`src/rtl/adb_sweep_ctrl_if.sv`:
```
// ---------------------------------------------------------------------------
// adb_sweep_ctrl_if
//   Connection between the sweep controller and the 3-input/2-output ADB
//   logic block.
//
//   Signals:
//     a, b, c : vector bits driven towards the ADB block (a = MSB)
//     x, y    : ADB block results returned to the controller
//
//   Modports:
//     master : controller side (drives a/b/c, observes x/y)
//     slave  : ADB block side  (observes a/b/c, drives x/y)
// ---------------------------------------------------------------------------
interface adb_sweep_ctrl_if;
    logic a;
    logic b;
    logic c;
    logic x;
    logic y;

    modport master (
        output a,
        output b,
        output c,
        input  x,
        input  y
    );

    modport slave (
        input  a,
        input  b,
        input  c,
        output x,
        output y
    );
endinterface

```
`src/rtl/adb_sweep_ctrl.sv`:
```
// ---------------------------------------------------------------------------
// adb_sweep_ctrl
//   On-chip self-check sequencer for the ADB logic block. On start it walks
//   {a,b,c} through 0..7, holds each vector for SETTLE_CYCLES cycles, samples
//   x/y for one cycle and compares them with a golden truth table latched at
//   start. Reports per-vector captures, a failure count, the lowest failing
//   vector and an overall pass flag.
//
//   Parameters:
//     SETTLE_CYCLES : hold cycles per vector before sampling (1..15)
//
//   Optional build macro:
//     ADB_SWEEP_STEP_EN : adds input `step`; once a vector's settle time has
//                         elapsed the FSM waits for step=1 before sampling.
//
//   Ports:
//     clk, rst_n       : clock (rising edge), async active-low reset
//     start            : begin a sweep (only honoured in idle)
//     abort            : cancel a running sweep, keeps partial results
//     step             : single-step advance (ADB_SWEEP_STEP_EN only)
//     golden_x/_y      : expected x/y, bit i for vector i
//     adb              : ADB block connection (master modport)
//     busy             : sweep in progress, through the done cycle
//     done             : one-cycle completion pulse
//     pass             : no failing vectors; valid from done to next start
//     fail_count       : number of failing vectors (0..8)
//     first_fail_idx   : lowest failing vector, 0 if none
//     cap_x, cap_y     : captured x/y, bit i for vector i
//
//   All outputs are registered.
// ---------------------------------------------------------------------------
module adb_sweep_ctrl #(
    parameter int unsigned SETTLE_CYCLES = 2
) (
    input  logic             clk,
    input  logic             rst_n,
    input  logic             start,
    input  logic             abort,
`ifdef ADB_SWEEP_STEP_EN
    input  logic             step,
`endif
    input  logic [7:0]       golden_x,
    input  logic [7:0]       golden_y,
    adb_sweep_ctrl_if.master adb,
    output logic             busy,
    output logic             done,
    output logic             pass,
    output logic [3:0]       fail_count,
    output logic [2:0]       first_fail_idx,
    output logic [7:0]       cap_x,
    output logic [7:0]       cap_y
);

    if (SETTLE_CYCLES < 1 || SETTLE_CYCLES > 15) begin : g_bad_settle
        $error("adb_sweep_ctrl: SETTLE_CYCLES must be within 1..15");
    end

    typedef enum logic [1:0] {
        StIdle,
        StSettle,
        StSample,
        StDone
    } state_e;

    localparam logic [3:0] SettleLast = 4'(SETTLE_CYCLES - 1);

    state_e      state_q, state_d;
    logic [2:0]  idx_q, idx_d;
    logic [3:0]  cnt_q, cnt_d;
    logic [7:0]  gx_q, gx_d;
    logic [7:0]  gy_q, gy_d;
    logic [2:0]  abc_q, abc_d;
    logic        busy_q, busy_d;
    logic        done_q, done_d;
    logic        pass_q, pass_d;
    logic [3:0]  fail_q, fail_d;
    logic [2:0]  ffi_q, ffi_d;
    logic [7:0]  capx_q, capx_d;
    logic [7:0]  capy_q, capy_d;

    logic        settle_last;
    logic        settle_go;
    logic        vec_fail;

    assign settle_last = (cnt_q == SettleLast);

`ifdef ADB_SWEEP_STEP_EN
    // Settle time must elapse first; then the vector is held until stepped.
    assign settle_go = settle_last & step;
`else
    assign settle_go = settle_last;
`endif

    assign vec_fail = (adb.x != gx_q[idx_q]) || (adb.y != gy_q[idx_q]);

    // -----------------------------------------------------------------------
    // State register
    // -----------------------------------------------------------------------
    always_ff @(posedge clk or negedge rst_n) begin
        if (!rst_n) begin
            state_q <= StIdle;
        end else begin
            state_q <= state_d;
        end
    end

    // -----------------------------------------------------------------------
    // Next-state logic
    // -----------------------------------------------------------------------
    always_comb begin
        state_d = state_q;
        unique case (state_q)
            StIdle: begin
                // start beats a simultaneous abort; abort has no meaning here
                if (start) begin
                    state_d = StSettle;
                end
            end
            StSettle: begin
                if (abort) begin
                    state_d = StIdle;
                end else if (settle_go) begin
                    state_d = StSample;
                end
            end
            StSample: begin
                if (abort) begin
                    state_d = StIdle;
                end else if (idx_q == 3'd7) begin
                    state_d = StDone;
                end else begin
                    state_d = StSettle;
                end
            end
            StDone: begin
                state_d = StIdle;
            end
            default: begin
                state_d = StIdle;
            end
        endcase
    end

    // -----------------------------------------------------------------------
    // Datapath and registered-output next values
    // -----------------------------------------------------------------------
    always_comb begin
        idx_d  = idx_q;
        cnt_d  = cnt_q;
        gx_d   = gx_q;
        gy_d   = gy_q;
        pass_d = pass_q;
        fail_d = fail_q;
        ffi_d  = ffi_q;
        capx_d = capx_q;
        capy_d = capy_q;

        unique case (state_q)
            StIdle: begin
                if (start) begin
                    gx_d   = golden_x;
                    gy_d   = golden_y;
                    capx_d = 8'h00;
                    capy_d = 8'h00;
                    fail_d = 4'd0;
                    ffi_d  = 3'd0;
                    pass_d = 1'b0;
                    idx_d  = 3'd0;
                    cnt_d  = 4'd0;
                end
            end
            StSettle: begin
                // Saturate at the last count so a stepped hold stays expired.
                if (!abort && !settle_last) begin
                    cnt_d = cnt_q + 4'd1;
                end
            end
            StSample: begin
                // abort suppresses the capture of the vector being sampled
                if (!abort) begin
                    capx_d[idx_q] = adb.x;
                    capy_d[idx_q] = adb.y;
                    if (vec_fail) begin
                        fail_d = fail_q + 4'd1;
                        if (fail_q == 4'd0) begin
                            ffi_d = idx_q;
                        end
                    end
                    if (idx_q != 3'd7) begin
                        idx_d = idx_q + 3'd1;
                        cnt_d = 4'd0;
                    end
                end
            end
            StDone: begin
            end
            default: begin
            end
        endcase

        // pass is decided on entry to done so it is valid alongside the pulse.
        if (state_d == StDone) begin
            pass_d = (fail_d == 4'd0);
        end

        abc_d  = ((state_d == StSettle) || (state_d == StSample)) ? idx_d : 3'd0;
        busy_d = (state_d != StIdle);
        done_d = (state_d == StDone);
    end

    // -----------------------------------------------------------------------
    // Datapath / output registers
    // -----------------------------------------------------------------------
    always_ff @(posedge clk or negedge rst_n) begin
        if (!rst_n) begin
            idx_q  <= 3'd0;
            cnt_q  <= 4'd0;
            gx_q   <= 8'h00;
            gy_q   <= 8'h00;
            abc_q  <= 3'd0;
            busy_q <= 1'b0;
            done_q <= 1'b0;
            pass_q <= 1'b0;
            fail_q <= 4'd0;
            ffi_q  <= 3'd0;
            capx_q <= 8'h00;
            capy_q <= 8'h00;
        end else begin
            idx_q  <= idx_d;
            cnt_q  <= cnt_d;
            gx_q   <= gx_d;
            gy_q   <= gy_d;
            abc_q  <= abc_d;
            busy_q <= busy_d;
            done_q <= done_d;
            pass_q <= pass_d;
            fail_q <= fail_d;
            ffi_q  <= ffi_d;
            capx_q <= capx_d;
            capy_q <= capy_d;
        end
    end

    assign adb.a          = abc_q[2];
    assign adb.b          = abc_q[1];
    assign adb.c          = abc_q[0];
    assign busy           = busy_q;
    assign done           = done_q;
    assign pass           = pass_q;
    assign fail_count     = fail_q;
    assign first_fail_idx = ffi_q;
    assign cap_x          = capx_q;
    assign cap_y          = capy_q;

endmodule

```
`src/flat_wrapper.sv`:
```
// flat-port wrapper written by rule: the top's interface ports become plain ports
module adb_sweep_ctrl_flat 
#(
    parameter int unsigned SETTLE_CYCLES = 2
)
  (clk, rst_n, start, abort, golden_x, golden_y, busy, done, pass, fail_count, first_fail_idx, cap_x, cap_y, adb_a, adb_b, adb_c, adb_x, adb_y);
  adb_sweep_ctrl_if adb_i ();
  input  logic clk;
  input  logic rst_n;
  input  logic start;
  input  logic abort;
  input  logic [7:0] golden_x;
  input  logic [7:0] golden_y;
  output logic busy;
  output logic done;
  output logic pass;
  output logic [3:0] fail_count;
  output logic [2:0] first_fail_idx;
  output logic [7:0] cap_x;
  output logic [7:0] cap_y;
  output wire logic [$bits(adb_i.a)-1:0] adb_a;
  output wire logic [$bits(adb_i.b)-1:0] adb_b;
  output wire logic [$bits(adb_i.c)-1:0] adb_c;
  input wire logic [$bits(adb_i.x)-1:0] adb_x;
  input wire logic [$bits(adb_i.y)-1:0] adb_y;
  assign adb_a = adb_i.a;
  assign adb_b = adb_i.b;
  assign adb_c = adb_i.c;
  assign adb_i.x = adb_x;
  assign adb_i.y = adb_y;
  adb_sweep_ctrl #(.SETTLE_CYCLES(SETTLE_CYCLES)) u_core (.clk(clk), .rst_n(rst_n), .start(start), .abort(abort), .golden_x(golden_x), .golden_y(golden_y), .adb(adb_i), .busy(busy), .done(done), .pass(pass), .fail_count(fail_count), .first_fail_idx(first_fail_idx), .cap_x(cap_x), .cap_y(cap_y));
endmodule
```
`config.mk`:
```
export PLATFORM = sky130hd
export DESIGN_NAME = adb_sweep_ctrl_flat
export DESIGN_NICKNAME = d
export VERILOG_FILES = /design/src/rtl/adb_sweep_ctrl_if.sv /design/src/rtl/adb_sweep_ctrl.sv /design/src/flat_wrapper.sv
export SDC_FILE = /design/constraint.sdc
export NUM_CORES = 1
export LEC_CHECK = 0
export CORE_ASPECT_RATIO = 1.2
export CORE_UTILIZATION = 25
export DETAILED_ROUTE_END_ITERATION = 7
export PLACE_DENSITY = 0.54
export SLEW_MARGIN = 15
export SYNTH_ARGS = -nofsm -noshare
export SYNTH_HDL_FRONTEND = slang
export SYNTH_SLANG_ARGS = --single-unit
```
`constraint.sdc`:
```
create_clock -name clk -period 4.4 [get_ports clk]
set_clock_uncertainty 0.2 [all_clocks]
set_input_delay 1.1 -clock clk [delete_from_list [all_inputs] [get_ports clk]]
set_output_delay 1.1 -clock clk [all_outputs]
set_load 0.01 [all_outputs]
```
==> flow_metrics.py, run 1 <==
metrics = {
    "drt": {
        "wl_um": 5790,
        "drt_iter0_drc": 78,
        "wl_per_cell_um": 13.8,
        "dr.pass1.iters": 4,
        "vias": 1866,
        "ant_nets": 0,
        "route.detailed.drc": 0,
        "vias_per_cell": 4.44,
    },
    "setup_path": {
        "critPathCapture": "u_core.pass",
        "worst-path-max-fanout": 10,
        "crit_start": "abort",
        "crit_type": "input port to register",
        "r2r_end": "u_core.pass",
        "r2r_slack_ps": 1460,
        "cp-end-kind": "register",
        "worstPathRequired_ps": 4390,
        "startpoint_type": "input port",
        "reg2regPathDepth": 7,
        "r2r-start": "u_core.idx_q[0]",
        "worstPathArrival_ps": 3120,
    },
    "worst_hold_path": {
        "hp-class": "register to register",
    },
    "layout": {
        "antenna_cells": 0,
        "fin_cells": 420,
        "final_util_pct": 34.2,
        "layout-drive-gt1-share_pct": 11.9,
        "fin_nets": 322,
        "area_delta_synth_final_pct": 31.9,
    },
    "pwr": {
        "power_mw": 1.67,
        "vdd_drop_max_mv": 0.221,
        "powerDensity_mw_per_mm2": 485,
        "p_leak_nw": 1.42,
    },
    "timing": {
        "tightestPinTransition_ps": 804,
        "hold_viol_final": 0,
        "slew_viol_final": 0,
        "relSlewSlack_pct": 46.4,
        "clock.fmax_mhz": 319,
        "fin_crit_ps": 3130,
        "post-route-period-util_pct": 71.2,
        "rsz0062_at_grt": "no",
        "report.final.setup_viol": 0,
        "fin_setup_tns_ps": 0,
        "fin_ws_ps": 1270,
    },
    "floorplanning": {
        "die_area_mm2": 0.0109,
        "die_width_um": 95.3,
        "die_y_um": 114,
        "rows": 40,
        "ios": 51,
        "core-area_mm2": 0.0101,
        "initial_core_util_pct": 25.9,
    },
    "logic_synthesis": {
        "yosysWarnings": 0,
        "yosysSeqAreaShare_pct": 51.8,
        "synth_cell_types": 39,
        "yosys_register_bits": 54,
        "netlist_area_mm2": 0.00261,
        "synth_flop_cell": "dfrtp_1",
        "syn-num-nets": 271,
        "synth_cells": 242,
        "syn_area_per_cell_um2": 10.8,
        "synth_edf_count": 0,
        "async_flop_share_pct": 100,
    },
    "clock_tree": {
        "tritoncts": "yes",
        "cts-buffers-inserted": 5,
        "clk_pin_slew_worst_paths_ps": 70,
        "htree_levels": 2,
        "clk-insertion-delay-late_ps": 290,
        "holdBufCountCts": 0,
        "root_buffer": "clkbuf_16",
        "cts_sinks": 54,
        "cts_resized": 0,
        "cts_buffer_depth": 2,
        "cts_setup_buffers": 0,
    },
    "global_route": {
        "grt_pass1_wl_um": 9500,
        "grt_pass1_vias": 1928,
        "overflow": 0,
        "grt_usage_pct": 11.3,
        "antenna_found_initial": 0,
        "grt_max_degree": 29,
    },
    "run_status": {
        "outcome": "finished, final reports clean",
    },
    "placement": {
        "place_ws_ps": 952,
        "dp_hpwl_um": 4390,
        "portBuffers": 50,
        "place_inst": 412,
        "gp_congestion": 0.723,
    },
    "run": {
        "maxCapViolCount": 0,
    },
}
-- metrics by stage --
step	hold WS [ps]	area, um2
6_report	312	3440
5_1_grt	329	3440
4_1_cts	313	3440
3_5_place_dp	297	3240
3_3_place_gp	274	3240
2_1_floorplan	280	2610
-- cell type report --
| class | count | area, um2 |
|---|---|---|
| clock buffer | 6 | 139 |
| multi-input combinational | 155 | 1130 |
| tap | 126 | 158 |
| inverter | 24 | 90.1 |
| sequential | 54 | 1350 |
| timing repair buffer | 53 | 518 |
| clock inverter | 2 | 60.1 |
| fill | 1028 | 6620 |
-- flip-flops by register name, summed over array words and instances (netlist names) --
signal,count
u_core.abc_q,3
u_core.done,1
u_core.busy,1
u_core.idx_q,3
u_core.fail_count,4
u_core.gx_q,8
u_core.gy_q,8
u_core.state_q,2
u_core.cap_x,8
u_core.first_fail_idx,3
u_core.cnt_q,4
u_core.pass,1
u_core.cap_y,8
-- metal layers --
layer / GRT usage [%] / wire length (um)
met1: 14.6 / 2540
met2: 18.8 / 2960
met3: 2.73 / 250
met4: 3.03 / 41
met5: 0 / 0
-- where the power goes --
group / total, mW / internal [mW] / switching, mW
clock network: 0.516 / 0.342 / 0.174
registers: 0.692 / 0.603 / 0.0895
logic: 0.463 / 0.241 / 0.222
total: 1.67 / 1.18 / 0.486
-- layout by cell type (no fill, tap or decap), drive strengths merged, types with 2 or more instances in the layout --
cell,Yosys,routed
o21ai,5,5
bufinv,0,2
mux2,17,17
nand3b,2,2
clkbuf,8,6
clkdlybuf4s50,0,49
and2,6,6
buf,1,4
a21oi,14,14
nor2,11,11
o21a,2,2
nand2,22,22
mux2i,11,11
nor2b,4,4
nand2b,10,10
inv,24,24
a22oi,3,3
dfrtp,54,54
a21o,2,2
nand3,5,5
o22ai,16,16
ha,7,7
xor2,3,3
o21bai,2,2
-- kinds of logic (layout without fill, tap and decap cells) --
| family | Yosys count | count (layout) | synth area share (%) |
|---|---|---|---|
| simple gates | 65 | 65 | 12.6 |
| flops | 54 | 54 | 51.8 |
| compound gates | 51 | 51 | 13.8 |
| buf+inv | 33 | 85 | 5.03 |
| mux | 29 | 29 | 12.4 |
| fa+ha+maj | 7 | 7 | 3.36 |
| xor+xnor | 3 | 3 | 1.01 |
-- cell usage after synthesis, drive strengths merged, types with 3 or more instances --
cell type	instances	area share (%)
xor2	3	1.0
o22ai	16	3.8
nor2b	4	0.96
a21oi	14	3.1
nand3	5	1.2
clkbuf	8	1.2
o21ai	5	1.1
mux2i	11	4.2
a22oi	3	0.86
dfrtp	54	52
mux2	17	7.3
and2	6	1.4
inv	24	3.5
ha	7	3.4
nand2b	10	2.4
nor2	11	1.6
nand2	22	3.2
-- how the worst min path moves through the flow --
stage                                     endpoint  slack [ps]  cells past startpoint                      from
after CTS                           u_core.gx_q[1]         310                      1            u_core.gx_q[1]
after floorplan                     u_core.gx_q[0]         280                      1            u_core.gx_q[0]
after detailed placement            u_core.gx_q[1]         300                      1            u_core.gx_q[1]
after global placement    u_core.first_fail_idx[2]         270                      1  u_core.first_fail_idx[2]
final                               u_core.gy_q[2]         310                      1            u_core.gy_q[2]
after global routing                u_core.gy_q[2]         330                      1            u_core.gy_q[2]
-- worst max-delay path, cell delays in order --
cell and delay, ps:
clkdlybuf4s50_1 600, nand2b_1 240, a21o_1 320, and2_1 220
inv_1 70, ha_1 200, o2111ai_1 140, o32ai_2 220
(Power assumes the default switching activity.)
==> run 2: changes to the inputs <==
- PLACE_DENSITY: 0.54 -> 0.55
- clock period: 4.4 -> 2.81 ns (I/O delays scaled with it)
==> run 2 against run 1 <==
  * Via count up 2.5%
  * Die area did not move
  * Register-to-register slack lost 1200 ps
  * Sequential power is 55% higher
  * Design area shrank 0.55%
  * Clock power is 13% higher
  * Critical path type is now register to register
  * Critical endpoint is now u_core.first_fail_idx[2]
  * Highest routed layer unchanged
==> flow_metrics.py, run 2 (synthesized netlist as in run 1, its figures left out) <==
metrics = {
    "floorplanning": {
        "initial_core_util_pct": 25.9,
        "die_area_mm2": 0.0109,
        "die_width_um": 95.3,
        "rows": 40,
        "core-area_mm2": 0.0101,
        "ios": 51,
        "die_y_um": 114,
    },
    "layout": {
        "multiInputGateArea_mm2": 0.00113,
        "fin_nets": 325,
        "final_util_pct": 34.0,
        "regArea_mm2": 0.00135,
        "area_delta_synth_final_pct": 31.2,
        "antenna_cells": 0,
        "fillers": 1019,
        "layout-drive-gt1-share_pct": 11.8,
        "final_common_cell": "dfrtp_1",
        "layout_common_cells": "dfrtp_1, clkdlybuf4s50_1, inv_1, nand2_1",
    },
    "setup_path": {
        "worstPathRequired_ps": 2780,
        "slowest_delay_ps": 490,
        "path_cells": "buf_4 -> mux2i_1 -> a22oi_1 -> a21bo_2 -> nand3_1 -> nand3_2 -> a21oi_4 -> mux2_1",
        "crit_start": "u_core.idx_q[0]",
        "r2r-start": "u_core.idx_q[0]",
        "slowest_stage": "dfrtp_1",
        "worst-path-max-fanout": 16,
        "cp-end-kind": "register",
        "worstPathArrival_ps": 2500,
        "crit_type": "register to register",
        "startpoint_type": "register",
    },
    "pwr": {
        "p_leak_nw": 1.41,
        "powerDensity_mw_per_mm2": 706,
        "vdd_drop_max_mv": 0.309,
    },
    "global_route": {
        "grt_usage_pct": 12.0,
        "grt_max_degree": 55,
        "overflow": 0,
        "grt_pass1_vias": 1997,
        "grt_pass1_wl_um": 10000,
        "antenna_found_initial": 0,
    },
    "clock_tree": {
        "clk_pin_slew_worst_paths_ps": 70,
        "cts_setup_buffers": 0,
        "tritoncts": "yes",
        "cts_sinks": 54,
        "cts_buffer_depth": 2,
        "clk-insertion-delay-late_ps": 290,
        "holdBufCountCts": 0,
        "root_buffer": "clkbuf_16",
        "htree_levels": 2,
        "cts-buffers-inserted": 5,
        "cts_resized": 0,
    },
    "timing": {
        "report.final.setup_viol": 0,
        "hold_viol_final": 0,
        "fin_setup_tns_ps": 0,
        "slew_viol_final": 0,
        "rsz0062_at_grt": "no",
        "post-route-period-util_pct": 89.9,
        "tightestPinTransition_ps": 391,
        "fin_crit_ps": 2530,
        "clock.fmax_mhz": 396,
        "relSlewSlack_pct": 73.8,
    },
    "run_status": {
        "outcome": "finished, final reports clean",
    },
    "drt": {
        "wl_um": 5860,
        "vias_per_cell": 4.53,
        "route.detailed.drc": 0,
        "drt_iter0_drc": 88,
        "ant_nets": 0,
        "dr.pass1.iters": 5,
        "vias": 1913,
        "wl_per_cell_um": 13.9,
    },
    "run": {
        "maxCapViolCount": 0,
    },
    "placement": {
        "portBuffers": 50,
        "dp_hpwl_um": 4400,
        "gp_congestion": 0.737,
    },
    "worst_hold_path": {
        "hp-class": "input port to async pin",
    },
}
==> run 2: worst paths after layout <==
kind | slack, ps | endpoint | depth (start not counted)
min reg2reg | 310 | u_core.gy_q[0] | 1
max | 280 | u_core.first_fail_idx[2] | 8
min in group clk | 310 | u_core.gy_q[0] | 1
max reg2reg | 280 | u_core.first_fail_idx[2] | 8
max in group asynchronous | 1950 | u_core.state_q[0] | 2
min | 200 | u_core.cap_y[3] | 2
==> run 2: report_power, final <==
group	total (mW)	internal, mW	switching (mW)	leakage [nW]
sequential	1.07	0.945	0.124	0.711
clock	0.581	0.326	0.254	0.0640
combinational	0.768	0.402	0.366	0.637
total	2.42	1.67	0.744	1.41
==> run 2: layer usage <==
metal	routed length (um)	GRT usage [%]	share of wire, %	vias to the layer above
met3	259	2.40	4.4	9
met5	0	0	0	-
li1	-	-	-	956
met2	2830	19.6	48	43
met1	2670	15.5	45	905
met4	103	4.34	1.8	0
==> run 2: cell type report <==
cell class	instances	area share, %
multi-input combinational	155	32.9
tap	126	4.60
clock buffer	7	3.87
inverter	24	2.63
timing repair buffer	56	16.5
sequential	54	39.5
==> run 2: per-stage QoR <==
step | cell area, um2 | power (mW) | hold WS [ps] | std cells | setup slack (ps)
floorplan | 2610 | 1.60 | 207 | 242 | 429
global route | 3420 | 2.60 | 222 | 422 | 54.1
detailed placement | 3290 | 1.87 | 296 | 415 | 224
global placement | 3290 | 1.85 | 290 | 415 | 243
CTS | 3420 | 2.46 | 218 | 422 | 259
finish | 3420 | 2.42 | 204 | 422 | 284
==> run 2: worst max-delay path, delay by kind of cell, from the launching register on <==
kind | cells | cell delay [ps]
buffers and inverters | 1 | 300
AO/OA/AOI/OAI | 3 | 570
AND/OR/NAND/NOR | 2 | 270
flip-flops | 1 | 490
multiplexers | 2 | 560
==> run 3: changes to the inputs <==
- TNS_END_PERCENT: not set -> 100
==> results of run 3 <==
Same layout as run 2: the final DEF is identical, and so are final timing and power.
